### config.mk
export PLATFORM = sky130hd
export DESIGN_NAME = demux1ne8_seq
export DESIGN_NICKNAME = d
export VERILOG_FILES = /design/src/rtl/demux1ne8_seq.sv
export SDC_FILE = /design/constraint.sdc
export NUM_CORES = 1
export LEC_CHECK = 0
export ABC_CLOCK_PERIOD_IN_PS = 1200
export CORE_UTILIZATION = 44
export CTS_CLUSTER_DIAMETER = 30
export DETAILED_ROUTE_END_ITERATION = 8
export GPL_TIMING_DRIVEN = 0
export PLACE_DENSITY_LB_ADDON = 0.1
export SLEW_MARGIN = 10
export SYNTH_ARGS = -nofsm -noshare
export SYNTH_HDL_FRONTEND = slang
export SYNTH_SLANG_ARGS = --single-unit
### constraint.sdc
create_clock -name clock_i -period 1.2 [get_ports clock_i]
set_input_delay 0.12 -clock clock_i [delete_from_list [all_inputs] [get_ports clock_i]]
set_output_delay 0.12 -clock clock_i [all_outputs]
set_load 0.005 [all_outputs]
### src/rtl/demux1ne8_seq.sv
// Registered 1-to-8 demultiplexer / deserializer: routes each valid input word into one of
// eight held output lanes, chosen by Sel (manual) or an internal write pointer (auto frames).
module demux1ne8_seq #(
    parameter int unsigned WIDTH = 1
) (
    input  logic             clock_i,
    input  logic             reset_i,
    input  logic [WIDTH-1:0] hyrja_i,
    input  logic             hyrja_valid_i,
    input  logic [2:0]       sel_i,
    input  logic             auto_mode_i,
    input  logic             clear_i,
    output logic [WIDTH-1:0] dalja0_o,
    output logic [WIDTH-1:0] dalja1_o,
    output logic [WIDTH-1:0] dalja2_o,
    output logic [WIDTH-1:0] dalja3_o,
    output logic [WIDTH-1:0] dalja4_o,
    output logic [WIDTH-1:0] dalja5_o,
    output logic [WIDTH-1:0] dalja6_o,
    output logic [WIDTH-1:0] dalja7_o,
    output logic [7:0]       lane_mask_o,
    output logic [2:0]       ptr_o,
    output logic             dalja_valid_o
);

    localparam int unsigned NLANES = 8;

    typedef enum logic [1:0] {
        IDLE = 2'd0,
        FILL = 2'd1,
        DONE = 2'd2
    } state_t;

    state_t           state_q, state_d;
    logic [2:0]       ptr_q, ptr_d;
    logic [7:0]       mask_q, mask_d;
    logic             valid_q, valid_d;
    logic [WIDTH-1:0] lane_q [NLANES];
    logic [WIDTH-1:0] lane_d [NLANES];

    logic       write_c;
    logic [2:0] lane_sel_c;

    assign write_c    = hyrja_valid_i & ~clear_i;
    assign lane_sel_c = auto_mode_i ? ptr_q : sel_i;

    // State register
    always_ff @(posedge clock_i) begin
        if (reset_i) begin
            state_q <= IDLE;
            ptr_q   <= 3'd0;
            mask_q  <= 8'd0;
            valid_q <= 1'b0;
            for (int i = 0; i < NLANES; i++) begin
                lane_q[i] <= '0;
            end
        end else begin
            state_q <= state_d;
            ptr_q   <= ptr_d;
            mask_q  <= mask_d;
            valid_q <= valid_d;
            lane_q  <= lane_d;
        end
    end

    // Next-state: the DONE cycle drops the completed frame's mask before any new write lands
    always_comb begin
        state_d = state_q;
        ptr_d   = ptr_q;
        mask_d  = (state_q == DONE) ? 8'd0 : mask_q;
        lane_d  = lane_q;

        if (clear_i) begin
            state_d = IDLE;
            ptr_d   = 3'd0;
            mask_d  = 8'd0;
        end else begin
            if (state_q == DONE) begin
                state_d = IDLE;
            end
            if (write_c) begin
                lane_d[lane_sel_c] = hyrja_i;
                mask_d[lane_sel_c] = 1'b1;
                if (auto_mode_i) begin
                    ptr_d   = ptr_q + 3'd1;
                    state_d = (ptr_q == 3'd7) ? DONE : FILL;
                end
            end
        end

        valid_d = (state_d == DONE);
    end

    assign dalja0_o      = lane_q[0];
    assign dalja1_o      = lane_q[1];
    assign dalja2_o      = lane_q[2];
    assign dalja3_o      = lane_q[3];
    assign dalja4_o      = lane_q[4];
    assign dalja5_o      = lane_q[5];
    assign dalja6_o      = lane_q[6];
    assign dalja7_o      = lane_q[7];
    assign lane_mask_o   = mask_q;
    assign ptr_o         = ptr_q;
    assign dalja_valid_o = valid_q;

endmodule

== Yosys cells after proc, flatten, opt, wreduce, memory -nomap -nowiden ==
Cells that the tools add are included.
Storage, ports and cells
  bits of input ports: 9
  output and inout port bits: 20
  flip-flop bits (word level): 22
  word-level logic and storage cells: 42
Cells by class
  bitwise operators: 4
  order comparisons: 4
  $add $sub $neg: 1
  equal/unequal tests: 3
  multiplexer cells: 13
  reduce and logical (&&, ||, !) cells: 5
Operator list (count)
  two-way mux 8 bit: 2
  two-way mux 2 bit: 5
  bitwise mux 8 bit: 1
  bitwise OR 8 bit: 1
  demux 1 bit (select 3 bit): 2
  == test 2 bit (second input constant): 2
  >= comparator 4 bit (second input constant): 1
  < comparator 3 x 4 -> 1 bit (second input constant): 1
  < comparator 4 x 1 -> 1 bit (second input constant): 1
  inverter 3 -> 4 bit: 1
  AND reduction 2 bit: 2
  adder 3 x 1 -> 3 bit (second input constant): 1
  == test 3 bit (second input constant): 1
  >= comparator 3 x 1 -> 1 bit (second input constant): 1
  two-way mux 3 bit: 1
  logical AND 1 bit: 2
  two-way mux 1 bit: 2
  OR reduction 2 bit: 1
  bitwise AND 1 bit: 1
  inverter 1 bit: 1

== Logic depth before layout (Yosys ltp) ==
Gate-level depths: netlist of run 1.
  depth after elaboration: 7
  gate-level depth with buffers: 4
  mapped depth without buffers: 4

== Worst setup path before layout of run 1 ==
Ideal clock, no wire load.
  kind: reg-to-reg
  start: register ptr_q[2] (netlist: ptr_o[2])
  end: register lane_q (netlist bit dalja2_o)
  setup slack: 0.099 ns
  data required time: 1.128 ns
  path buffers: 0
  cell stages (with the launch flop): 4
  period minus slack after synthesis: 1.101 ns
  library setup time: 0.072 ns
  arrival: 1.029 ns
  path through: dfxtp_1 -> and3b_2 -> o211ai_1 -> mux2i_1
On the way
  word-level cells in the longest chain between the ends: 7
  elaborated cells on any way between the ends: 8
  classes of those cells: 2 x order compare; 4 x mux; 1 x bitwise; 1 x reduce/logical
Ends and longest elaborated chain
  from (decl): RTL line 35  | logic [2:0] ptr_q, ptr_d;
  from (signal assigned): RTL line 59  | ptr_q <= ptr_d;
  two-way mux 3 bit *: RTL line 45  | assign lane_sel_c = auto_mode_i ? ptr_q : sel_i;
  inverter 3 -> 4 bit (implied by the code) *: RTL line 82  | lane_d[lane_sel_c] = hyrja_i;
  >= comparator 4 bit (implied by the code) or < comparator 4 x 1 -> 1 bit (tied branches): RTL line 82
  logical AND 1 bit (implied by the code): RTL line 82
  two-way mux 1 bit (implied by the code): RTL line 82
  demux 1 bit (select 3 bit) *: RTL line 82
  bitwise mux 8 bit *: RTL line 82
  to (signal assigned): RTL line 62  | lane_q <= lane_d;
  to (decl): RTL line 38  | logic [WIDTH-1:0] lane_q [NLANES];
Mark *: on every way between the ends. The rest lies on a longest branch, timed or not.
A chain may end at the register's enable or synchronous reset.

== Worst setup path after layout of run 1 ==
  start: register ptr_q[1] (netlist: ptr_o[1])
  end: register lane_q (netlist bit dalja2_o)
The elaborated chain is that of the path after synthesis.

==> results of run 1 <==
==> worst min-delay path: stages <==
cell	delay, ns
dlygate4sd2_1	0.34
nand2b_1	0.14
mux2i_1	0.06
==> routing by layer <==
metal	part of all wire, %	vias up
li1	-	423
met1	46	396
met2	47	31
met3	5.5	4
met4	1.3	0
met5	0	-
==> through the flow <==
stage	power [mW]	setup WS (ns)	utilization, %	setup TNS (ns)	area [um^2]
after floorplan	0.828	0.0989	-	0	972
after global placement	0.889	-0.436	63.6	-7.75	1290
after detailed placement	0.890	-0.432	63.6	-7.81	1290
after CTS	1.44	-0.0684	69.4	-0.205	1400
after global routing	1.50	-0.105	71.8	-0.445	1450
final	1.43	-0.0689	71.8	-0.139	1450
==> placed cells by master, fill, tap and decap left out, types with 3 or more instances in the layout <==
cell	n
nand2_1	11
dfxtp_4	3
dfxtp_2	16
clkdlybuf4s50_1	6
a21oi_1	11
buf_4	7
and3b_2	3
mux2i_1	8
dlygate4sd2_1	20
dfxtp_1	3
o211ai_1	8
nor3b_2	3
nand2b_1	10
clkbuf_4	3
==> area by class of cell <==
cell class | count | area, um^2
clock buffers | 3 | 22.5
clock inverters | 1 | 30.0
repair buffers | 34 | 307
plain buffers | 4 | 30.0
flip-flops and latches | 22 | 472
well taps | 27 | 33.8
fillers | 161 | 571
multi-input cells | 72 | 557
==> final timing paths <==
check / slack (ns) / to / from / cells past startpoint
min: 0.38 / dalja0_o / reset_i / 3
max reg2reg: -0.07 / dalja2_o / ptr_o[1] / 4
min reg2reg: 0.46 / lane_mask_o[7] / lane_mask_o[7] / 2
max: -0.07 / dalja2_o / ptr_o[1] / 4
==> kinds of logic (layout without fill, tap and decap cells) <==
logic type / after synthesis / after routing / share of synthesized area (%)
adders and majority gates: 2 / 2 / 2.57
AOI/OAI and AO/OA: 20 / 20 / 12.4
buffers and inverters: 6 / 42 / 3.60
and+or+nand+nor: 39 / 39 / 23.6
xor gates and xnor gates: 1 / 1 / 0.901
DFF: 22 / 22 / 45.3
muxes: 10 / 10 / 11.7
==> repair_timing <==
item                                    in CTS  in global routing
endpoints found under the hold margin        0                  0
gates resized for setup                     48                 12
endpoints found under the setup margin      40                 20
pin swaps                                    4                  8
buffers inserted                             6                  2
==> power groups by stage <==
stage                     Combinational [mW]  Sequential [mW]  Clock (mW)
after floorplan                       0.0682            0.760           0
after global placement                 0.129            0.760           0
after detailed placement               0.130            0.760           0
after CTS                              0.132            0.736       0.572
after global routing                   0.147            0.740       0.612
final                                  0.138            0.738       0.554
==> impl_metrics.tcl, run 1 <==
set metrics [dict create \
    status "finished, violations left" \
    drive_above_1_share_pct 35.3 \
    ys_ff_latch 22 \
    holdWs_ns 0.378 \
    io_buffers 28 \
    pin_count 29 \
    clock_path_buffers 2 \
    fin_ws_ns -0.0689 \
    tightest_slew_ns 0.360 \
    yosysWarnings 0 \
    synthesis.nets 111 \
    initial_utilization_pct 48.1 \
    hold_viol 0 \
    relSlewSlack_pct 75.9 \
    p_sw_share_pct 20.3 \
    async_flop_share_pct 0 \
    path_clk_slew_ns 0.12 \
    synth_cells 100 \
    finalCritPeriodShare_pct 106 \
    internal-power_mw 1.14 \
    vias 854 \
    antenna_found_initial 0 \
    synth_common_cells "dfxtp_1 (22), a21oi_1 (12), nand2_1 (11)" \
    routedWlPerCell_um 13.6 \
    gr-max-usage-layer "met2" \
    dieArea_um2 2400 \
    cts_tree "done" \
    grt_overflow 0 \
    grt_pass1_vias 819 \
    ir_drop_uv 980 \
    clock.fmax_mhz 788 \
    cp_cell_sequence "buf_6, and3b_2, o211ai_1, mux2i_1" \
    clock-sinks 22 \
    fp.dieW_um 49.0 \
    rsz0062_at_grt "true" \
    critPathRequiredTime_ns 1.44 \
    crit_family "flip-flops" \
    htreeDepth 1 \
    firstDrtPassIters 4 \
    largest_reg_flops 8 \
    first_iter_violations 32 \
    post-route-drc-count 0 \
    numCtsBuffers 3 \
    yosysUniqueCellTypes 25 \
    die-height_um 49.0 \
    finalNonFillerCells 163 \
    switching_power_uw 291 \
    final.min_clock_period_ns 1.27 \
    p_leak_nw 0.670 \
    synth_edf_count 0 \
    use_met2_pct 33.3 \
    critical_path_arrival_ns 1.51 \
    clk_latency_ns 0.31 \
    place_congestion 0.792 \
    slew_viol_final 0 \
    yosysTopAreaCell "dfxtp_1" \
    start_kind "flip-flop" \
    hold_class "input pin to flip-flop" \
    clk_root_buffer_cell "clkbuf_4" \
    skew_ns 0.00829 \
    max_stage_delay_ns 0.38 \
    core_um2 2020 \
    viasPerCell 5.24 \
    seq_power_share_pct 51.6 \
    finalNetCount 148 \
    synth.top_cells.by_area "dfxtp_1 (45%), mux2i_1 (8.2%), nand2b_1 (6.4%)" \
    setup_viol 3 \
    dp.cells 155 \
    cap_violations 0 \
    synthFlopType "dfxtp_1" \
    netlist_area_um2 972 \
    crit_type "flip-flop to flip-flop" \
    rows 16 \
    crit_path_top_delay_cell "dfxtp_4" \
    synth_top_area_share_pct 45.3 \
    cp_max_fo 5 \
    routed_wl_um 2210 \
    failed_checks "setup timing" \
    grt_use_met3_pct 3.43 \
    antenna_cells 0 \
    crit_buf_inv 1 \
    groute.usage.overall_pct 20.1 \
    seq_area_frac_synth_pct 45.3 \
    p_per_area_nw_per_um2 986 \
    grt_start_max_net_pins 14 \
    syn_area_per_cell_um2 9.72 \
    pwr-share-clk_pct 38.8 \
    endpoint_kind "flip-flop" \
    dp_hpwl_um 1480 \
    p_comb_share_pct 9.6 \
    cts_hold_buf 0 \
    synth_most_common_cell "dfxtp_1" \
    use_met1_pct 26.2 \
    area_delta_synth_final_pct 49.3 \
    ant_nets 0 \
    grt_pass1_wl_um 3770 \
]
No activity file was read; power rests on OpenSTA's default activity.
==> inputs of run 2 (changes only) <==
Settings changed: GPL_TIMING_DRIVEN 0 to not set.
==> impl_metrics.tcl, run 2 (synthesized netlist as in run 1, its figures left out) <==
set metrics [dict create \
    status "finished, violations left" \
    failed_checks "setup timing" \
    ant_nets 0 \
    rsz0062_at_grt "true" \
    antenna_found_initial 0 \
    place_congestion 0.780 \
    hold_class "flip-flop to flip-flop" \
    routedWlPerCell_um 14.0 \
    numCtsBuffers 3 \
    fin_total_pwr_mw 1.50 \
    path_clk_slew_ns 0.13 \
    dieArea_um2 2400 \
    clock_path_buffers 2 \
    dp_hpwl_um 1550 \
    cp-startpoint "ptr_o[0]" \
    routed_wl_um 2450 \
    ir_drop_uv 791 \
    start_kind "flip-flop" \
    rows 16 \
    final_cell_mix "dlygate4sd2_1 (19), dfxtp_2 (18), buf_4 (17), nand2_1 (11), nand2b_1 (10)" \
    grt_pass1_vias 828 \
    hold_depth 2 \
    fp.dieW_um 49.0 \
    holdPathEnd "lane_mask_o[2]" \
    critical_path_arrival_ns 1.53 \
    fin_util_pct 75.8 \
    fin_ws_ns -0.0725 \
    core_um2 2020 \
    endpoint_kind "flip-flop" \
    clock-sinks 22 \
    finalNetCount 160 \
    dp.cells 162 \
    cp_max_fo 4 \
    clock.fmax_mhz 786 \
    clk_root_buffer_cell "clkbuf_4" \
    p_per_area_nw_per_um2 977 \
    cap_violations 0 \
    grt_overflow 0 \
    largest_reg_flops 8 \
    htreeDepth 1 \
    min_from "lane_mask_o[2]" \
    grt_start_max_net_pins 15 \
    first_iter_violations 28 \
    hold_viol 0 \
    reg2reg_depth 5 \
    design_area_um2 1530 \
    skew_ns 0.00939 \
    pin_count 29 \
    p_leak_nw 0.715 \
    timing.rr.start "ptr_o[0]" \
    finalCritPeriodShare_pct 106 \
    die-height_um 49.0 \
    io_buffers 28 \
    relSlewSlack_pct 76.7 \
    groute.usage.overall_pct 20.6 \
    post-route-drc-count 0 \
    slew_viol_final 0 \
    drive_above_1_share_pct 41.9 \
    viasPerCell 5.14 \
    r2r_setup_slack_ns -0.07 \
    crit_type "flip-flop to flip-flop" \
    tightest_slew_ns 0.348 \
    grt_pass1_wl_um 3690 \
    finalNonFillerCells 175 \
    final_common_cell "dlygate4sd2_1" \
    r2r_end "ptr_o[2]" \
    antenna_cells 0 \
    initial_utilization_pct 48.1 \
    critPathRequiredTime_ns 1.45 \
    area_delta_synth_final_pct 57.7 \
    postPlaceCellArea_um2 1350 \
    firstDrtPassIters 4 \
    setup_viol 11 \
    pre_cts_ws_ns -0.388 \
    vias 900 \
    final.min_clock_period_ns 1.27 \
    clk_latency_ns 0.33 \
    cts_tree "done" \
]
run 2: cell count changes in the layout (fill, tap and decap cells not counted), sizes merged:
cell,before,now
buf,10,22
clkdlybuf4s50,6,8
dlygate4sd2,20,19
dlymetal6s2s,1,0
run 2: layout make-up:
| class | count | area (um^2) |
|---|---|---|
| multi-input combinational | 72 | 539 |
| clock buffer | 3 | 22.5 |
| sequential | 22 | 467 |
| fill | 145 | 489 |
| clock inverter | 1 | 30.0 |
| tap | 27 | 33.8 |
| timing repair buffer | 50 | 440 |
run 2: per-stage QoR:
step	hold WS [ns]	setup TNS (ns)
after CTS	0.460	-0.0995
after floorplan	0.304	0
final	0.458	-0.471
after global routing	0.480	-1.25
after detailed placement	0.448	-5.59
after global placement	0.442	-5.37
run 2: per-layer routing:
layer	GRT usage, %	up-vias	wire (um)
li1	-	450	-
met1	25.7	415	1070
met2	33.1	30	1190
met3	5.61	5	160
met4	8.82	0	27
met5	0	-	0
run 2: critical path: stages (launching register included):
cell	delay [ns]
dfxtp_4	0.37
buf_6	0.12
ha_1	0.19
ha_2	0.33
nand3_2	0.07
a21oi_2	0.13
run 2: worst max path at each step:
stage | cells past startpoint | to
5_1_grt | 4 | dalja5_o
6_report | 5 | ptr_o[2]
3_3_place_gp | 5 | dalja5_o
3_5_place_dp | 5 | dalja7_o
4_1_cts | 5 | dalja7_o
2_1_floorplan | 3 | dalja2_o
run 2: where the power goes:
| group | total (mW) | internal (mW) | leakage [nW] | switching [mW] |
|---|---|---|---|---|
| Sequential | 0.741 | 0.737 | 0.187 | 0.00436 |
| Combinational | 0.173 | 0.0949 | 0.500 | 0.0778 |
| Clock | 0.584 | 0.338 | 0.0279 | 0.246 |
run 2: repair_timing:
action                     CTS  global route
gates resized for setup     47             9
hold endpoints to repair     0             0
pin swaps                    5             4
buffers inserted             7             2
setup endpoints to repair   26            16
hold buffers                 0             0
==> inputs of run 3 (changes only) <==
Settings changed: SETUP_SLACK_MARGIN set to 0.4.
==> impl_metrics.tcl, run 3 (synthesized netlist as in run 1, its figures left out) <==
set metrics [dict create \
    seq_power_share_pct 49.3 \
    cts_tree "done" \
    fp.dieW_um 49.0 \
    grt_pass1_vias 926 \
    clk_latency_ns 0.31 \
    fin_total_pwr_mw 1.50 \
    drive_above_1_share_pct 57.2 \
    routedWlPerCell_um 15.3 \
    first_iter_violations 9 \
    viasPerCell 5.44 \
    final_common_cell "buf_4" \
    path_clk_slew_ns 0.13 \
    ant_nets 0 \
    rsz0062_at_grt "true" \
    start_kind "flip-flop" \
    clock-sinks 22 \
    use_met2_pct 40.3 \
    hold_viol 0 \
    post-route-drc-count 0 \
    final.min_clock_period_ns 1.27 \
    firstDrtPassIters 4 \
    p_sw_share_pct 22.0 \
    cp.depth 4 \
    hold_depth 5 \
    crit_buf_inv 1 \
    critical_path_arrival_ns 1.52 \
    dp_hpwl_um 1520 \
    critPathRequiredTime_ns 1.45 \
    grt_use_met3_pct 3.74 \
    clock_path_buffers 2 \
    clk_root_buffer_cell "clkbuf_4" \
    max_stage_delay_ns 0.37 \
    io_buffers 28 \
    finalCritPeriodShare_pct 106 \
    setup_viol 11 \
    clock.fmax_mhz 788 \
    p_leak_nw 0.701 \
    htreeDepth 1 \
    routed_wl_um 2740 \
    fin_ws_ns -0.0698 \
    largest_reg_flops 8 \
    ir_drop_uv 691 \
    grt_pass1_wl_um 4170 \
    skew_ns 0.00908 \
    grt_overflow 0 \
    antenna_found_initial 0 \
    status "finished, violations left" \
    antenna_cells 0 \
    timing.rr.start "ptr_o[1]" \
    pwr-share-clk_pct 38.5 \
    p_per_area_nw_per_um2 959 \
    r2r_setup_slack_ns -0.07 \
    pre_cts_ws_ns -0.340 \
    initial_utilization_pct 48.1 \
    gr-max-usage-layer "met2" \
    reg2reg_depth 4 \
    die-height_um 49.0 \
    cap_violations 0 \
    hold_class "input pin to flip-flop" \
    crit_path_top_delay_cell "dfxtp_4" \
    relSlewSlack_pct 75.6 \
    crit_family "flip-flops" \
    dieArea_um2 2400 \
    rows 16 \
    final_cell_mix "buf_4 (18), dfxtp_2 (16), buf_2 (15), buf_6 (13), nand2_1 (11)" \
    p_comb_share_pct 12.2 \
    r2r_end "dalja5_o" \
    failed_checks "setup timing" \
    switching_power_uw 328 \
    place_congestion 0.785 \
    internal-power_mw 1.17 \
    groute.usage.overall_pct 23.1 \
    use_met1_pct 27.6 \
    cp-startpoint "ptr_o[1]" \
    vias 973 \
    endpoint_kind "flip-flop" \
    numCtsBuffers 3 \
    area_delta_synth_final_pct 60.5 \
    finalNetCount 164 \
    slew_viol_final 0 \
    pin_count 29 \
    tightest_slew_ns 0.366 \
    core_um2 2020 \
    crit_type "flip-flop to flip-flop" \
    crit_end "dalja5_o" \
    cp_cell_sequence "buf_6, and3b_2, o211ai_1, mux2i_1" \
    grt_start_max_net_pins 15 \
    cp_max_fo 6 \
]
run 3: worst min path at each step:
| stage | slack (ns) | from | to |
|---|---|---|---|
| floorplan | 0.30 | reset_i | dalja2_o |
| global placement | 0.44 | lane_mask_o[4] | lane_mask_o[4] |
| detailed placement | 0.45 | lane_mask_o[3] | lane_mask_o[3] |
| CTS | 0.46 | lane_mask_o[3] | lane_mask_o[3] |
| global route | 0.40 | auto_mode_i | ptr_o[1] |
| finish | 0.41 | auto_mode_i | ptr_o[1] |
run 3: cell type report:
class / count / area [um^2]
clock buffer: 3 / 22.5
clock inverter: 1 / 30.0
fill: 138 / 462
multi-input combinational: 72 / 563
sequential: 22 / 472
tap: 27 / 33.8
timing repair buffer: 54 / 439
run 3: metrics by stage:
step                setup TNS, ns  instance area [um^2]  utilization (%)  instances  hold slack [ns]
global placement            -4.99                  1340             66.2        158            0.442
global route               -0.949                  1560             77.2        179            0.404
detailed placement          -5.36                  1340             66.2        158            0.447
floorplan                       0                  1010                -        100            0.304
CTS                        -0.146                  1450             71.9        174            0.461
finish                     -0.345                  1560             77.2        179            0.411
run 3: layer usage:
layer	up-vias	routed length (um)
li1	455	-
met1	483	1200
met2	30	1400
met3	5	102
met4	0	44
met5	-	0
run 3: what timing repair did:
item,CTS,global route
endpoints found under the setup margin,42,42
cloned,0,1
pin swaps,4,10
buffers inserted,12,4
gates resized for setup,102,18
hold buffers,0,0
run 3: power groups by stage:
stage          combinational, mW  sequential (mW)  clock [mW]
3_5_place_dp               0.148            0.759           0
2_1_floorplan             0.0769            0.759           0
4_1_cts                    0.161            0.737       0.583
5_1_grt                    0.191            0.738       0.609
3_3_place_gp               0.146            0.759           0
6_report                   0.183            0.737       0.576
run 3: worst min-delay path, cell delays in order:
cell and delay (ns):
dlymetal6s2s_1 0.15, buf_4 0.17, buf_4 0.14, nand3_2 0.07, a21oi_2 0.04
==> RTL change 1 (flow settings as in run 3) <==
Re-encode `state_t` (3 states) as one-hot, 3 bits wide.
--- a/src/rtl/demux1ne8_seq.sv
+++ b/src/rtl/demux1ne8_seq.sv
@@ -26,8 +26,8 @@
     localparam int unsigned NLANES = 8;
 
-    typedef enum logic [1:0] {
-        IDLE = 2'd0,
-        FILL = 2'd1,
-        DONE = 2'd2
+    typedef enum logic [2:0] {
+        IDLE = 3'b001,
+        FILL = 3'b010,
+        DONE = 3'b100
     } state_t;
 
Behaviour: same outputs for any inputs over 10 cycles, from zero or initial values and one cycle with reset_i high; not proved beyond that.
==> RTL change 1 against run 3 <==
- area after synthesis grew 7.3%
- die area grew 7.0%
- clock power shrank 37%
- highest routed layer unchanged
- final area grew 6.8%
- wire length grew 3.1%
- sequential cell count grew 1
- total power shrank 11%
- the run still ends with setup timing left
- worst setup slack gained 39 ps
==> RTL change 1: results (changes against run 3) <==
ranking of synthesized cells by area dfxtp_1 (44%), mux2i_1 (7.7%), o211ai_1 (6.5%); Layout Nets 170 (+3.7%); cells after synthesis 107 (+7.0%); final cell count without fillers 186 (+3.9%); Worst Hold Class in2reg; metal2 WL 1430 um (+2.2%); global-route wire length before repair 4360 um (+4.6%); vias in the first global route 917 (-0.97%); Lkg Pwr 0.729 nW (+4.0%); cell family with most CP delay multiplexers; CP Max Fanout 4 (-2); DR iter-0 viols 37 (+28); arrival time at the worst endpoint 1470 ps (-50 ps); M1 WL 1260 um (+4.8%); cts bufs inserted 3 (unchanged); post-DP HPWL 1650 um (+8.9%); Post-synth top cells dfxtp_1 (23), a21oi_1 (12), nand2_1 (11); Post-synth ARST share 0 (unchanged); via count 993 (+2.1%); clock skew 4.90 ps (-4.18 ps); top routing layer used met4; fraction of layout cells with a size suffix above 1 0.576 (+0.00358); sequential share of the synthesized area 0.441 (-0.0118); pre-CTS setup slack -431 ps (-90.2 ps); setup violators final 4 (-7); library cells used by synthesis 30 (+20%); GPL Wtd Cong 0.773 (-1.5%); failing checks setup timing; Routed WL 2830 um (+3.1%); worst slew pin tran 306 ps (-60.2 ps); ant diodes 0 (unchanged); met3 WL 104 um (+2.0%); Final WS setup -30.9 ps (+38.9 ps); GRT Total Usage 0.233 (+0.00215); IR drop worst, VDD 0.678 mV (-1.9%); largest net degree at the start of global routing 13 (-2); fill cell instance count of the final layout 161 (+17%); status finished with violations; dpl cell area 1430 um^2 (+6.7%); Synthesis Warnings 0 (unchanged); Routed Antenna Nets 0 (unchanged); synthesized net count 118 (+6.3%); Port Buf Inserts 28 (unchanged); TNS Setup -49.8 ps (+296 ps)
[RTL change 1: cell count changes after synthesis, moves of 2 or more]
cell / change
and3b_1: +3
and3b_2: -3
buf_2: +2
nor3b_1: -2
[RTL change 1: kinds of logic after synthesis]
family / count (synthesis) / share of synthesized area
adder cells (fa/ha/maj): 2 / 0.0240
AND/OR/NAND/NOR: 40 / 0.239
AO/OA/AOI/OAI: 24 / 0.140
flip-flops: 23 / 0.441
XOR/XNOR: 1 / 0.00839
multiplexers: 10 / 0.104
buffers and inverters: 7 / 0.0432
[RTL change 1: power by group]
part	switching [mW]	leakage, nW	internal (mW)
combinational	0.0954	0.518	0.107
sequential	0.00653	0.197	0.767
clock	0.232	0.0150	0.130
[RTL change 1: per-layer routing]
metal  track usage  vias to the layer above
met5             0                        -
li1              -                      482
met1         0.297                      477
met2         0.382                       30
met4         0.111                        0
met3        0.0333                        4
[RTL change 1: path summary, 6_finish.rpt]
path	from	slack (ps)	endpoint	cells past startpoint
worst max register to register	ptr_o[0]	-30	dalja1_o	4
worst min register to register	lane_mask_o[3]	470	lane_mask_o[3]	2
worst min-delay path	clear_i	240	state_q[2]	3
worst max-delay path	ptr_o[0]	-30	dalja1_o	4
[RTL change 1: final cells by class]
class | instances | area [um^2] | area share
Tap cell | 28 | 35.0 | 0.0210
Sequential cell | 23 | 495 | 0.297
Multi-Input combinational cell | 78 | 661 | 0.396
Timing Repair Buffer | 53 | 449 | 0.270
Clock buffer | 4 | 26.3 | 0.0158
[RTL change 1: timing repair]
| item | 4_1_cts | 5_1_grt |
|---|---|---|
| pin swaps | 12 | 8 |
| setup endpoints to repair | 43 | 43 |
| resized for setup | 120 | 14 |
| setup buffers | 10 | 6 |
| cloned | 0 | 1 |
==> RTL change 2 (flow settings as in run 3) <==
Made on the original files. Set the localparam `NLANES` to 16 (it was 8).
--- a/src/rtl/demux1ne8_seq.sv
+++ b/src/rtl/demux1ne8_seq.sv
@@ -24,5 +24,5 @@
 );
 
-    localparam int unsigned NLANES = 8;
+    localparam int unsigned NLANES = 16;
 
     typedef enum logic [1:0] {
Formal check against the unedited RTL: same outputs for any inputs over 10 cycles, from zero or initial values and one cycle with reset_i high; that may be too few to reach the edited logic, so the function may still have changed.
==> RTL change 2 against run 3 <==
- the flow still finishes with violations (setup timing)
- area after synthesis is 1.8% higher
- worst setup slack improved by 13 ps
- wire length decreased by 3.4%
- sequential cell count stayed put
- final area is 0.64% higher
- synthesized cell count is 2.0% higher
- global-route usage increased by 0.35 points
- total power shrank 10%
- count of clock-buffer cells in the layout up 1
- critical endpoint is now dalja1_o
==> RTL change 2: results (changes against run 3) <==
grt met3 use 0.0405 (+0.00312); fraction of standard cell area in multi-input logic 0.364 (+0.00328); largest net degree at the start of global routing 13 (-2); Clk pin slew, worst setup/hold paths roughly 120 ps; met3 WL 105 um (+2.9%); met2 Usage GRT 0.413 (+0.0105); status finished with violations; Rel. slew slack 0.743 (-0.0130); synthesized net count 113 (+1.8%); fill cell instance count of the final layout 153 (+11%); Synth Area in Compound Gates 0.130 (+0.00666); IR drop worst, VDD 0.628 mV (-9.1%); failing checks setup timing; fraction of layout cells with a size suffix above 1 0.562 (-0.0103); buffering overhead 0.288 (+0.00697); Post-Synth Adder-Cell Area 0.0253 (-0.000456); DR iter-0 viols 29 (+20); Post-synth top cells dfxtp_1 (22), a21oi_1 (12), nand2_1 (11); setup violators final 7 (-4); M1 WL 1240 um (+3.3%); mux contribution to synthesized area 0.110 (-0.00713); clk_buf instances 4 (+1); sequential share of cell area 0.300 (-0.00193); Layout Nets 165 (+0.61%); arrival time at the worst endpoint 1500 ps (-20 ps); library cells used by synthesis 28 (+12%); Final clock-cell share 0.0231 (-0.0106); xor and xnor area share after synthesis 0.00885 (-0.000159); global-route wire length before repair 4370 um (+4.8%); ranking of synthesized cells by area dfxtp_1 (45%), mux2i_1 (8.1%), nand2b_1 (6.3%); Lkg Pwr 0.690 nW (-1.6%); CTS Root Cell clkbuf_4; post-DP HPWL 1730 um (+14%); metal2 WL 1290 um (-7.4%); Final WS setup -57.3 ps (+12.6 ps); inverters 1 (+1); sequential share of the synthesized area 0.445 (-0.00802); GPL Wtd Cong 0.868 (+11%); clock skew 1.87 ps (-7.21 ps)
-- RTL change 2: cell types whose count changed in the layout (fill, tap and decap cells not counted), moves of 2 or more --
cell / run 3 / this run
and3b_2: 3 / 0
dlygate4sd2_1: 0 / 2
and3b_1: 0 / 3
nor3_2: 0 / 2
nor3b_1: 2 / 0
-- RTL change 2: power by group --
part | switching [mW] | internal [mW] | leakage [nW]
logic | 0.0887 | 0.111 | 0.481
registers | 0.00489 | 0.733 | 0.188
clock network | 0.221 | 0.185 | 0.0210
total | 0.315 | 1.03 | 0.690
-- RTL change 2: repair_timing --
action                     CTS  global route
hold endpoints to repair     0             0
cloned                       1             0
pin swaps                    7             7
buffers inserted            11             2
setup endpoints to repair   42            42
gates resized for setup    103            13
-- RTL change 2: path summary, 6_finish.rpt --
| check | start | slack (ps) | cells past startpoint | to |
|---|---|---|---|---|
| worst max-delay path | ptr_o[0] | -60 | 4 | dalja1_o |
| worst min-delay path | reset_i | 390 | 3 | dalja1_o |
| worst max register to register | ptr_o[0] | -60 | 4 | dalja1_o |
| worst min register to register | lane_mask_o[1] | 450 | 2 | lane_mask_o[1] |
-- RTL change 2: worst max-delay path: stages, from the launching register on --
cell and delay, ps:
dfxtp_4 360, buf_6 120, mux2_4 290, o211ai_1 190, mux2i_1 220
-- RTL change 2: stage by stage --
step	setup WS [ps]	power, mW	cells	setup TNS (ps)	cell area [um^2]
4_1_cts	-59.8	1.34	178	-141	1510
6_report	-57.3	1.34	180	-157	1570
2_1_floorplan	181	0.837	102	0	1050
3_3_place_gp	-334	0.910	162	-5090	1390
5_1_grt	-73.1	1.40	180	-535	1570
3_5_place_dp	-373	0.914	162	-5730	1390
